File: src/rtl/agc_gain_ctrl.sv
// Automatic gain controller: windowed peak detector driving a clamped Q7.13 gain word.
// Issues step changes only; the downstream gain stage does its own ramping.
module agc_gain_ctrl #(
    parameter int unsigned WINDOW    = 1024,
    parameter logic [23:0] TARGET    = 24'h400000,
    parameter logic [23:0] HYST      = 24'h080000,
    parameter logic [19:0] STEP_UP   = 20'd16,
    parameter logic [19:0] STEP_DN   = 20'd64,
    parameter logic [19:0] GAIN_MIN  = 20'h00400,
    parameter logic [19:0] GAIN_MAX  = 20'hFFFFF,
    parameter logic [19:0] GAIN_INIT = 20'h02000
) (
    input  logic        clk,
    input  logic        rst_n,
    input  logic        enable,
    input  logic        sample_valid,
    input  logic [23:0] sample,
    output logic [19:0] gain,
    output logic        gain_valid,
    output logic [23:0] peak,
    output logic        clip,
    output logic [1:0]  state
);

    typedef enum logic [1:0] {StIdle = 2'd0, StRun = 2'd1, StDecide = 2'd2, StUpdate = 2'd3} state_e;
    typedef enum logic [1:0] {ActHold, ActAttack, ActRelease, ActHalve} act_e;

    localparam int unsigned   CW      = (WINDOW > 1) ? $clog2(WINDOW) : 1;
    localparam logic [CW-1:0] LastCnt = CW'(WINDOW - 1);
    localparam logic [23:0]   ThrHi   = TARGET + HYST;
    localparam logic [23:0]   ThrLo   = TARGET - HYST;

    state_e        state_q, state_d;
    act_e          act_q, act_d;
    logic [19:0]   gain_q, gain_d;
    logic          gv_q, gv_d;
    logic [23:0]   peak_q, peak_d;
    logic          clip_q, clip_d;
    logic [23:0]   acc_q, acc_d;
    logic [CW-1:0] count_q, count_d;
    logic          pend_q, pend_d;

    logic [23:0] mag, acc_max;
    logic        clip_det, win_close;
    logic [20:0] attack_w, release_w;
    logic [19:0] attack_g, release_g, halve_g;

    // Sample magnitude, clip detection and candidate gain values (21-bit to avoid wrap)
    always_comb begin
        if (!sample[23])               mag = sample;
        else if (sample == 24'h800000) mag = 24'h7FFFFF;
        else                           mag = -sample;
        clip_det  = sample_valid && (mag == 24'h7FFFFF);
        acc_max   = (mag > acc_q) ? mag : acc_q;
        win_close = sample_valid && (count_q == LastCnt);

        attack_w  = {1'b0, gain_q} - {1'b0, STEP_DN};
        attack_g  = (attack_w[20] || attack_w < {1'b0, GAIN_MIN}) ? GAIN_MIN : attack_w[19:0];
        release_w = {1'b0, gain_q} + {1'b0, STEP_UP};
        release_g = (release_w > {1'b0, GAIN_MAX}) ? GAIN_MAX : release_w[19:0];
        halve_g   = ((gain_q >> 1) < GAIN_MIN) ? GAIN_MIN : (gain_q >> 1);
    end

    // Next-state: FSM, measurement accumulator and gain register
    always_comb begin
        state_d = state_q;
        act_d   = act_q;
        gain_d  = gain_q;
        gv_d    = 1'b0;
        peak_d  = peak_q;
        clip_d  = 1'b0;
        acc_d   = acc_q;
        count_d = count_q;
        pend_d  = pend_q;

        if (!enable) begin
            state_d = StIdle;
            act_d   = ActHold;
            gain_d  = GAIN_INIT;
            acc_d   = '0;
            count_d = '0;
            pend_d  = 1'b0;
        end else begin
            // Measurement runs in every active state and never stalls
            if (state_q != StIdle) begin
                clip_d = clip_det;
                if (sample_valid) begin
                    if (win_close) begin
                        peak_d  = acc_max;
                        acc_d   = '0;
                        count_d = '0;
                    end else begin
                        acc_d   = acc_max;
                        count_d = count_q + CW'(1);
                    end
                end
            end

            unique case (state_q)
                StIdle: begin
                    state_d = StRun;
                    acc_d   = '0;
                    count_d = '0;
                end
                StRun: begin
                    // Clip (or a clip left over from UPDATE) overrides a window close
                    if (clip_det || pend_q) begin
                        state_d = StUpdate;
                        act_d   = ActHalve;
                        peak_d  = peak_q;
                        acc_d   = '0;
                        count_d = '0;
                        pend_d  = 1'b0;
                    end else if (win_close) begin
                        state_d = StDecide;
                    end
                end
                StDecide: begin
                    state_d = StUpdate;
                    if (clip_det)            act_d = ActHalve;
                    else if (peak_q > ThrHi) act_d = ActAttack;
                    else if (peak_q < ThrLo) act_d = ActRelease;
                    else                     act_d = ActHold;
                end
                StUpdate: begin
                    state_d = StRun;
                    gv_d    = (act_q != ActHold);
                    if (clip_det) pend_d = 1'b1;
                    unique case (act_q)
                        ActAttack:  gain_d = attack_g;
                        ActRelease: gain_d = release_g;
                        ActHalve:   gain_d = halve_g;
                        ActHold:    gain_d = gain_q;
                    endcase
                end
            endcase
        end
    end

    // State registers with synchronous active-low reset
    always_ff @(posedge clk) begin
        if (!rst_n) begin
            state_q <= StIdle;
            act_q   <= ActHold;
            gain_q  <= GAIN_INIT;
            gv_q    <= 1'b0;
            peak_q  <= '0;
            clip_q  <= 1'b0;
            acc_q   <= '0;
            count_q <= '0;
            pend_q  <= 1'b0;
        end else begin
            state_q <= state_d;
            act_q   <= act_d;
            gain_q  <= gain_d;
            gv_q    <= gv_d;
            peak_q  <= peak_d;
            clip_q  <= clip_d;
            acc_q   <= acc_d;
            count_q <= count_d;
            pend_q  <= pend_d;
        end
    end

    assign gain       = gain_q;
    assign gain_valid = gv_q;
    assign peak       = peak_q;
    assign clip       = clip_q;
    assign state      = state_q;

endmodule

File: config.mk
export PLATFORM = sky130hd
export DESIGN_NAME = agc_gain_ctrl
export DESIGN_NICKNAME = d
export VERILOG_FILES = /design/src/rtl/agc_gain_ctrl.sv
export SDC_FILE = /design/constraint.sdc
export NUM_CORES = 1
export LEC_CHECK = 0
export CORE_MARGIN = 10
export CORE_UTILIZATION = 50
export DETAILED_ROUTE_END_ITERATION = 8
export PLACE_DENSITY_LB_ADDON = 0.12
export SETUP_SLACK_MARGIN = 0.2
export SLEW_MARGIN = 20
export SYNTH_ARGS = -nofsm -noshare
export SYNTH_HDL_FRONTEND = slang
export SYNTH_SLANG_ARGS = --single-unit
File: constraint.sdc
create_clock -name clk -period 6.01 [get_ports clk]
set_input_delay 0.9015 -clock clk [delete_from_list [all_inputs] [get_ports clk]]
set_output_delay 0.9015 -clock clk [all_outputs]
set_load 0.005 [all_outputs]
==> results.md <==
* Async S/R FF share, synth at 0%
* Final setup TNS at 0 ps
* LEAKAGE at approximately 2.8 nW
* Hold-fix buffers, CTS at 0
* Initial antenna violation count at 0
* CTS Buffer Depth at 2
* Synth Cell Area at roughly 6400 um2
* Endpoints failing hold at 0
* Adder-Cell Fraction of Synth Area at between 6 and 7%
* DRT iter0 DRCs at roughly 860
* Main combinational cell family by area after synthesis: simple AND/OR/NAND/NOR gates
* Core Box Area at ~13000 um2
* Nets at 960
* First-pass GRT wire length at approximately 33 mm
* RSZ-0062 raised after global routing: false
* Final Non-Filler Cells at about 1100
* Fin crit share at around 90%
* Remaining Overflow, GRT at 0
* Final ANT Viol Nets at 0
* Synth Area per Inst at ~7.6 um2
* Die area at approximately 18000 um2
* CTS tree: yes
* Complex-gate fraction of the synthesized area at between 20% and 30%
* FF+latch count, synth at 85
* Actual slew at the worst max-slew pin at 951.4 ps
* Slew headroom at between 30% and 40%
* Peak supply drop at around 140 uV
* Power Density at approximately 180 nW/um2
* Final min period at ~5400 ps
* DR pass1 iterations at 6
* Area growth syn-to-layout at 18.42%
* Cts bufs inserted at 9
* Setup bufs post-CTS at 0
* Worst Path Arrival at ~5700 ps
* Clock transition at path regs at about 70 ps
* Final Max Tran Viols at 0
* HP Class: register to register
* Max-cap violations at 0
* Port bufs at 75
* Synth Warn # at 0
* Mux share of post-synthesis cell area at between 6 and 7%
* Number of global-route vias before repair at between 6000 and 7000
* FP Rows at a little over 40
* Worst setup EP type: register
* DRC viols at 0
* Crit Path Max Fanout at 17
* Ys flop type: dfxtp_1
* Pin count of the biggest net entering global routing at around 50
* Chip Height at approximately 130 um
* CTS Root Cell: clkbuf_16
* Layout cells sized above 1 at 7.317%
* Final wirelength at 20.47 mm
* Req. time, crit path at approximately 6300 ps
* Wire per inst at 19.06 um
* CTS Sinks at 85
* Register Area at 1702 um2
* Global-route usage over all layers at 22.17%
* Seq/Total Area, Yosys at a little over a quarter
* Yosys cell types at slightly below 70
* DP Cell Count at approximately 1100
* WS Path Type: input pin to register
* Via count at between 6000 and 7000
* H-Tree Depth at 3
* Cells after synthesis at 848
* Simple-Gate Fraction of Synth Area at a little over a quarter
* Startpoint Class: input pin
* Post-DP HPWL at roughly 16 mm
* Initial core utilization at slightly above 50%
* Clk_skew at between 7 and 8 ps
* Status: complete, no violations
* Post-synth EDFFs at 0
* Post-Synth XOR/XNOR Area at 5.572%
* Routability Congestion at 0.9540
* Antenna fix cells at 0
* IO Pins at 76
* Die width at approximately 130 um
* Fill count at about 1200
* Worst skew pair latency at 340 ps
* Final setup fails at 0
* Maximum clock frequency at about 180 MHz
* Area of the multi-input gates at approximately 4300 um2
* Drt via density at slightly above 6
* Total power at between 1 and 1.5 mW
* Post-cts resize count at 0
* Syn Nets at between 900 and 1000
## sequential cells by signal (all words and copies together) (netlist names)
| signal | flops |
|---|---|
| acc_q | 24 |
| peak | 24 |
| gain | 20 |
| state | 2 |
| act_q | 2 |
| clip | 1 |
| count_q | 10 |
| gain_valid | 1 |
| pend_q | 1 |
## synth_stat cells, types with 19 or more instances
master    instances  area (um2)
nor2_1           83       311.6
a22oi_1          26       195.2
nand3_1          31       155.2
xnor2_1          19       166.4
mux2i_1          29       290.3
dfxtp_1          85        1702
ha_1             35       437.9
inv_1            42       157.7
a21oi_1          47       235.2
o21ai_0          35       175.2
nand4_1          23       143.9
nor3_1           38       190.2
nand2_1          92       345.3
clkbuf_1         48       180.2
xor2_1           22       192.7
## cell usage in the layout (no fill, tap or decap), drive strengths merged, types with 5 or more instances in the layout
cell,n
nand4,23
or3,8
a21oi,47
clkdlybuf4s50,74
and3,7
xor2,22
or4,5
o211ai,16
o21ai,36
nor3,38
a211oi,6
buf,22
inv,45
nor2b,6
a22oi,27
nand2,92
mux2,10
o22ai,7
mux2i,29
xnor2,19
dfxtp,85
clkbuf,9
a221oi,5
nor2,83
ha,35
a21o,11
o31ai,12
nor4,15
o21a,6
nand2b,7
nand3,32
## power by group
| group | internal, mW | switching [mW] | total [mW] | leakage, nW |
|---|---|---|---|---|
| clock network | 0.329 | 0.252 | 0.580 | 0.146 |
| logic | 0.0985 | 0.145 | 0.244 | 1.96 |
| registers | 0.566 | 0.00516 | 0.571 | 0.685 |
| total | 0.993 | 0.402 | 1.40 | 2.79 |
## metal layers
layer / global-route usage [%] / wire length (um) / vias to the layer above / share of wire [%]
met5: 0 / 0 / - / 0
met4: 7.799 / 426 / 0 / 2.1
met3: 4.624 / 1551 / 37 / 7.6
met2: 34.44 / 9076 / 273 / 44
met1: 29.62 / 9412 / 3086 / 46
li1: - / - / 3185 / -
## final cells by class
cell class                 count  area share, %
multi-input combinational    663          56.80
sequential                    85          22.30
timing repair buffer          96          12.00
clock buffer                   9          2.951
tap                          172          2.820
inverter                      42          2.066
clock inverter                 7          1.066
## logic make-up after synthesis
| group | after synthesis |
|---|---|
| fa+ha+maj | 35 |
| mux | 39 |
| flops | 85 |
| compound gates | 207 |
| buf+inv | 100 |
| xor+xnor | 41 |
| simple gates | 341 |
## worst max-delay path, stage by stage
cell	delay [ps]
clkdlybuf4s50_1	580
or4_4	630
or3_4	410
o41a_1	370
and2_1	220
nor2_1	260
ha_1	200
nand4_1	190
nor4_2	380
o21ai_0	150
o221a_2	300
a22oi_2	270
buf_4	190
nor2b_1	160
buf_4	250
a22oi_1	120
nor2_1	120
## per-stage QoR
step | hold WS, ps | utilization [%] | instance area (um2) | setup WS, ps
4_1_cts | 478.9 | 60.43 | 7626 | 557.0
2_1_floorplan | 448.9 | - | 6445 | 996.5
3_5_place_dp | 469.5 | 58.00 | 7320 | 189.9
5_1_grt | 502.2 | 60.48 | 7632 | 244.6
6_report | 479.6 | 60.48 | 7632 | 576.7
3_3_place_gp | 460.8 | 58.00 | 7320 | 394.3
## final timing paths
kind | from | to | slack, ps | cells past startpoint
worst min-delay path | count_q[1]$_SDFF_PN0_ | count_q[1]$_SDFF_PN0_ | 480 | 2
worst min register to register | count_q[1]$_SDFF_PN0_ | count_q[1]$_SDFF_PN0_ | 480 | 2
worst max register to register | gain[6]$_SDFFE_PN0P_ | gain[14]$_SDFFE_PN0P_ | 2660 | 9
worst max-delay path | sample[2] | acc_q[16]$_SDFF_PN0_ | 580 | 17
Power figures use the tool's default switching activity.
==> edit, RTL diff (config.mk and constraints unchanged) <==
The parameter `WINDOW` goes from 1024 to 4096.
--- a/src/rtl/agc_gain_ctrl.sv
+++ b/src/rtl/agc_gain_ctrl.sv
@@ -1,7 +1,7 @@
 // Automatic gain controller: windowed peak detector driving a clamped Q7.13 gain word.
 // Issues step changes only; the downstream gain stage does its own ramping.
 module agc_gain_ctrl #(
-    parameter int unsigned WINDOW    = 1024,
+    parameter int unsigned WINDOW    = 4096,
     parameter logic [23:0] TARGET    = 24'h400000,
     parameter logic [23:0] HYST      = 24'h080000,
     parameter logic [19:0] STEP_UP   = 20'd16,
Function: same outputs for any inputs over 4 cycles, from zero or initial values and one cycle with rst_n low; that may be too few to reach the edited logic, so the function may still have changed.
==> edit against the original RTL <==
  * Sequential cell count is 2 higher
  * Critical path depth did not move
  * Routed wire length is 5.8% lower
  * Sequential power up 2%
  * Area after synthesis down 1.7%
  * Worst setup slack improved by 0.070 ns
  * Design area decreased by 2.4%
  * Count of clock-buffer cells in the layout grew 1
  * Total power fell by 1.5%
  * Maximum frequency is 1.3% higher
  * Critical path type unchanged
  * Critical endpoint is now acc_q[3]
==> edit: results (changes against the original RTL) <==
Yosys
  – FFs w/ async S/R, synth: 0% (unchanged)
  – Synth Area per Inst: 7.43 um2 (was 7.60 um2)
  – Post-synthesis sequential area ratio: 27.5% (was 26.4%)
  – Xor/xnor share of the synthesized area: 6.22% (was 5.57%)
  – Ranking of synthesized cells by instance count: nor2_1, dfxtp_1, nand2_1 (was nand2_1, dfxtp_1, nor2_1)
  – Synth top area cells: dfxtp_1, ha_1, nor2_1 (was dfxtp_1, ha_1, nand2_1)
  – Synth Area in Compound Gates: 24.6% (was 22.2%)
  – Most used DFF post-synth: dfxtp_1 (unchanged)
  – Post-Synth Adder-Cell Area: 6.91% (was 6.79%)
  – Net Count, Synth: 916 (was 911)
  – Synth unique cells: 68 (unchanged)
  – Mux share of post-synthesis cell area: 0.829% (was 6.25%)
  – Ys Warns: 0 (unchanged)

Placement
  – GP Congestion: 0.951 (was 0.954)
  – Pre-CTS WS: 0.259 ns (was 0.190 ns)
  – Number of port buffers: 75 (unchanged)
  – Placed cells: 1,051 (was 1,058)
  – DP Area: 7140 um2 (was 7320 um2)
  – Post-DP HPWL: 14.6 mm (was 15.5 mm)

Layout
  – Final net count: 953 (was 960)
  – Area of the multi-input gates: 4160 um2 (was 4340 um2)
  – Filler cell count: 1,238 (was 1,194)
  – Antenna Cells: 0 (unchanged)
  – Share of post-route cells with drive strength above 1: 5.70% (was 7.32%)

Clock tree
  – Worst-path clk slew: 0.07 ns (about the same)
  – Later-pin clock latency in the skew report: 0.35 ns
  – CTS H-Tree Depth: 3 (unchanged)
  – Post-CTS Setup Bufs: 0 (unchanged)
  – Max Buffers Root-to-Sink: 2 (unchanged)
  – CTS root buf: clkbuf_16 (unchanged)
  – Num CTS Buffers: 9 (unchanged)

Pwr
  – P_leak: 2.51 nW (was 2.79 nW)
  – Worst vdd rail ir drop: 0.125 mV (was 0.139 mV)
  – Switching power total: 386 uW (was 402 uW)

GRT
  – Pin count of the biggest net entering global routing: 37 (was 51)
  – First-pass GRT wire length: 31.5 mm (was 32.5 mm)
  – Initial antenna violation count: 0 (unchanged)
  – Vias in the first global route: 6,322 (was 6,109)
  – Aggregate global-route resource usage: 21.1% (was 22.2%)

STA
  – Worst Skew: 0.0108 ns (was 0.00761 ns)
  – Tightest Pin Transition: 0.989 ns (was 0.951 ns)

Drt
  – Pre-Repair DR Iteration Count: 5 (was 6)
  – Final wirelength: 19.3 mm (was 20.5 mm)
  – Vias/cell: 6.17 (was 6.13)
  – Initial drt markers: 602 (was 856)
  – Vias: 6,586 (was 6,581)

Min path
  – Min-delay worst type: flop to flop (unchanged)

Critical path
  – Arr. time, crit path: 5.57 ns (was 5.71 ns)
  – CP max FO: 16 (was 17)
  – CP top delay family: simple AND/OR/NAND/NOR gates (unchanged)
  – Crit-path slowest cell: or4_4 (unchanged)
  – Worst stage delay on the critical path: 0.60 ns (was 0.63 ns)

Outcome
  – Status: finished, final reports clean (unchanged)
edit: changes by cell type after synthesis, sizes merged, moves of 11 or more:
cell	before	now
mux2i	29	3
nand2	92	70
nand3	32	17
nand4	23	44
nor2	83	95
nor3	38	27
o21ai	36	66
edit: timing repair:
item	4_1_cts	5_1_grt
resized for setup	0	1
endpoints found under the setup margin	0	23
hold buffers	0	0
edit: metal layers:
| metal | track usage (%) | vias to the layer above | share of wire (%) |
|---|---|---|---|
| met4 | 8.37 | 0 | 2.8 |
| met1 | 23.4 | 3114 | 41 |
| met3 | 3.22 | 43 | 4.7 |
| met5 | 0 | - | 0 |
| met2 | 39.2 | 234 | 52 |
| li1 | - | 3195 | - |
edit: power groups by stage:
stage	clock, mW	combinational (mW)	sequential [mW]
2_1_floorplan	0	0.141	0.593
3_3_place_gp	0	0.206	0.596
3_5_place_dp	0	0.211	0.596
4_1_cts	0.584	0.212	0.583
5_1_grt	0.608	0.236	0.584
6_report	0.578	0.213	0.583
edit: final cells by class:
class | instances | share of cell area (%)
clock buffers | 10 | 3.08
clock inverters | 6 | 1.01
inverters | 44 | 2.22
multi-input cells | 659 | 55.9
flip-flops and latches | 87 | 23.4
well taps | 172 | 2.89
repair buffers | 89 | 11.5
edit: logic make-up after synthesis:
kind of cell | count (synthesis)
simple gates | 336
flops | 87
mux | 5
compound gates | 238
buf+inv | 107
xor+xnor | 45
fa+ha+maj | 35
edit: path summary, 6_finish.rpt:
path | end | slack (ns) | cells past startpoint | from
max | acc_q[3] | 0.65 | 17 | sample[17]
min | peak[17] | 0.48 | 2 | peak[17]
max reg2reg | gain[12] | 2.41 | 9 | gain[6]
min reg2reg | peak[17] | 0.48 | 2 | peak[17]
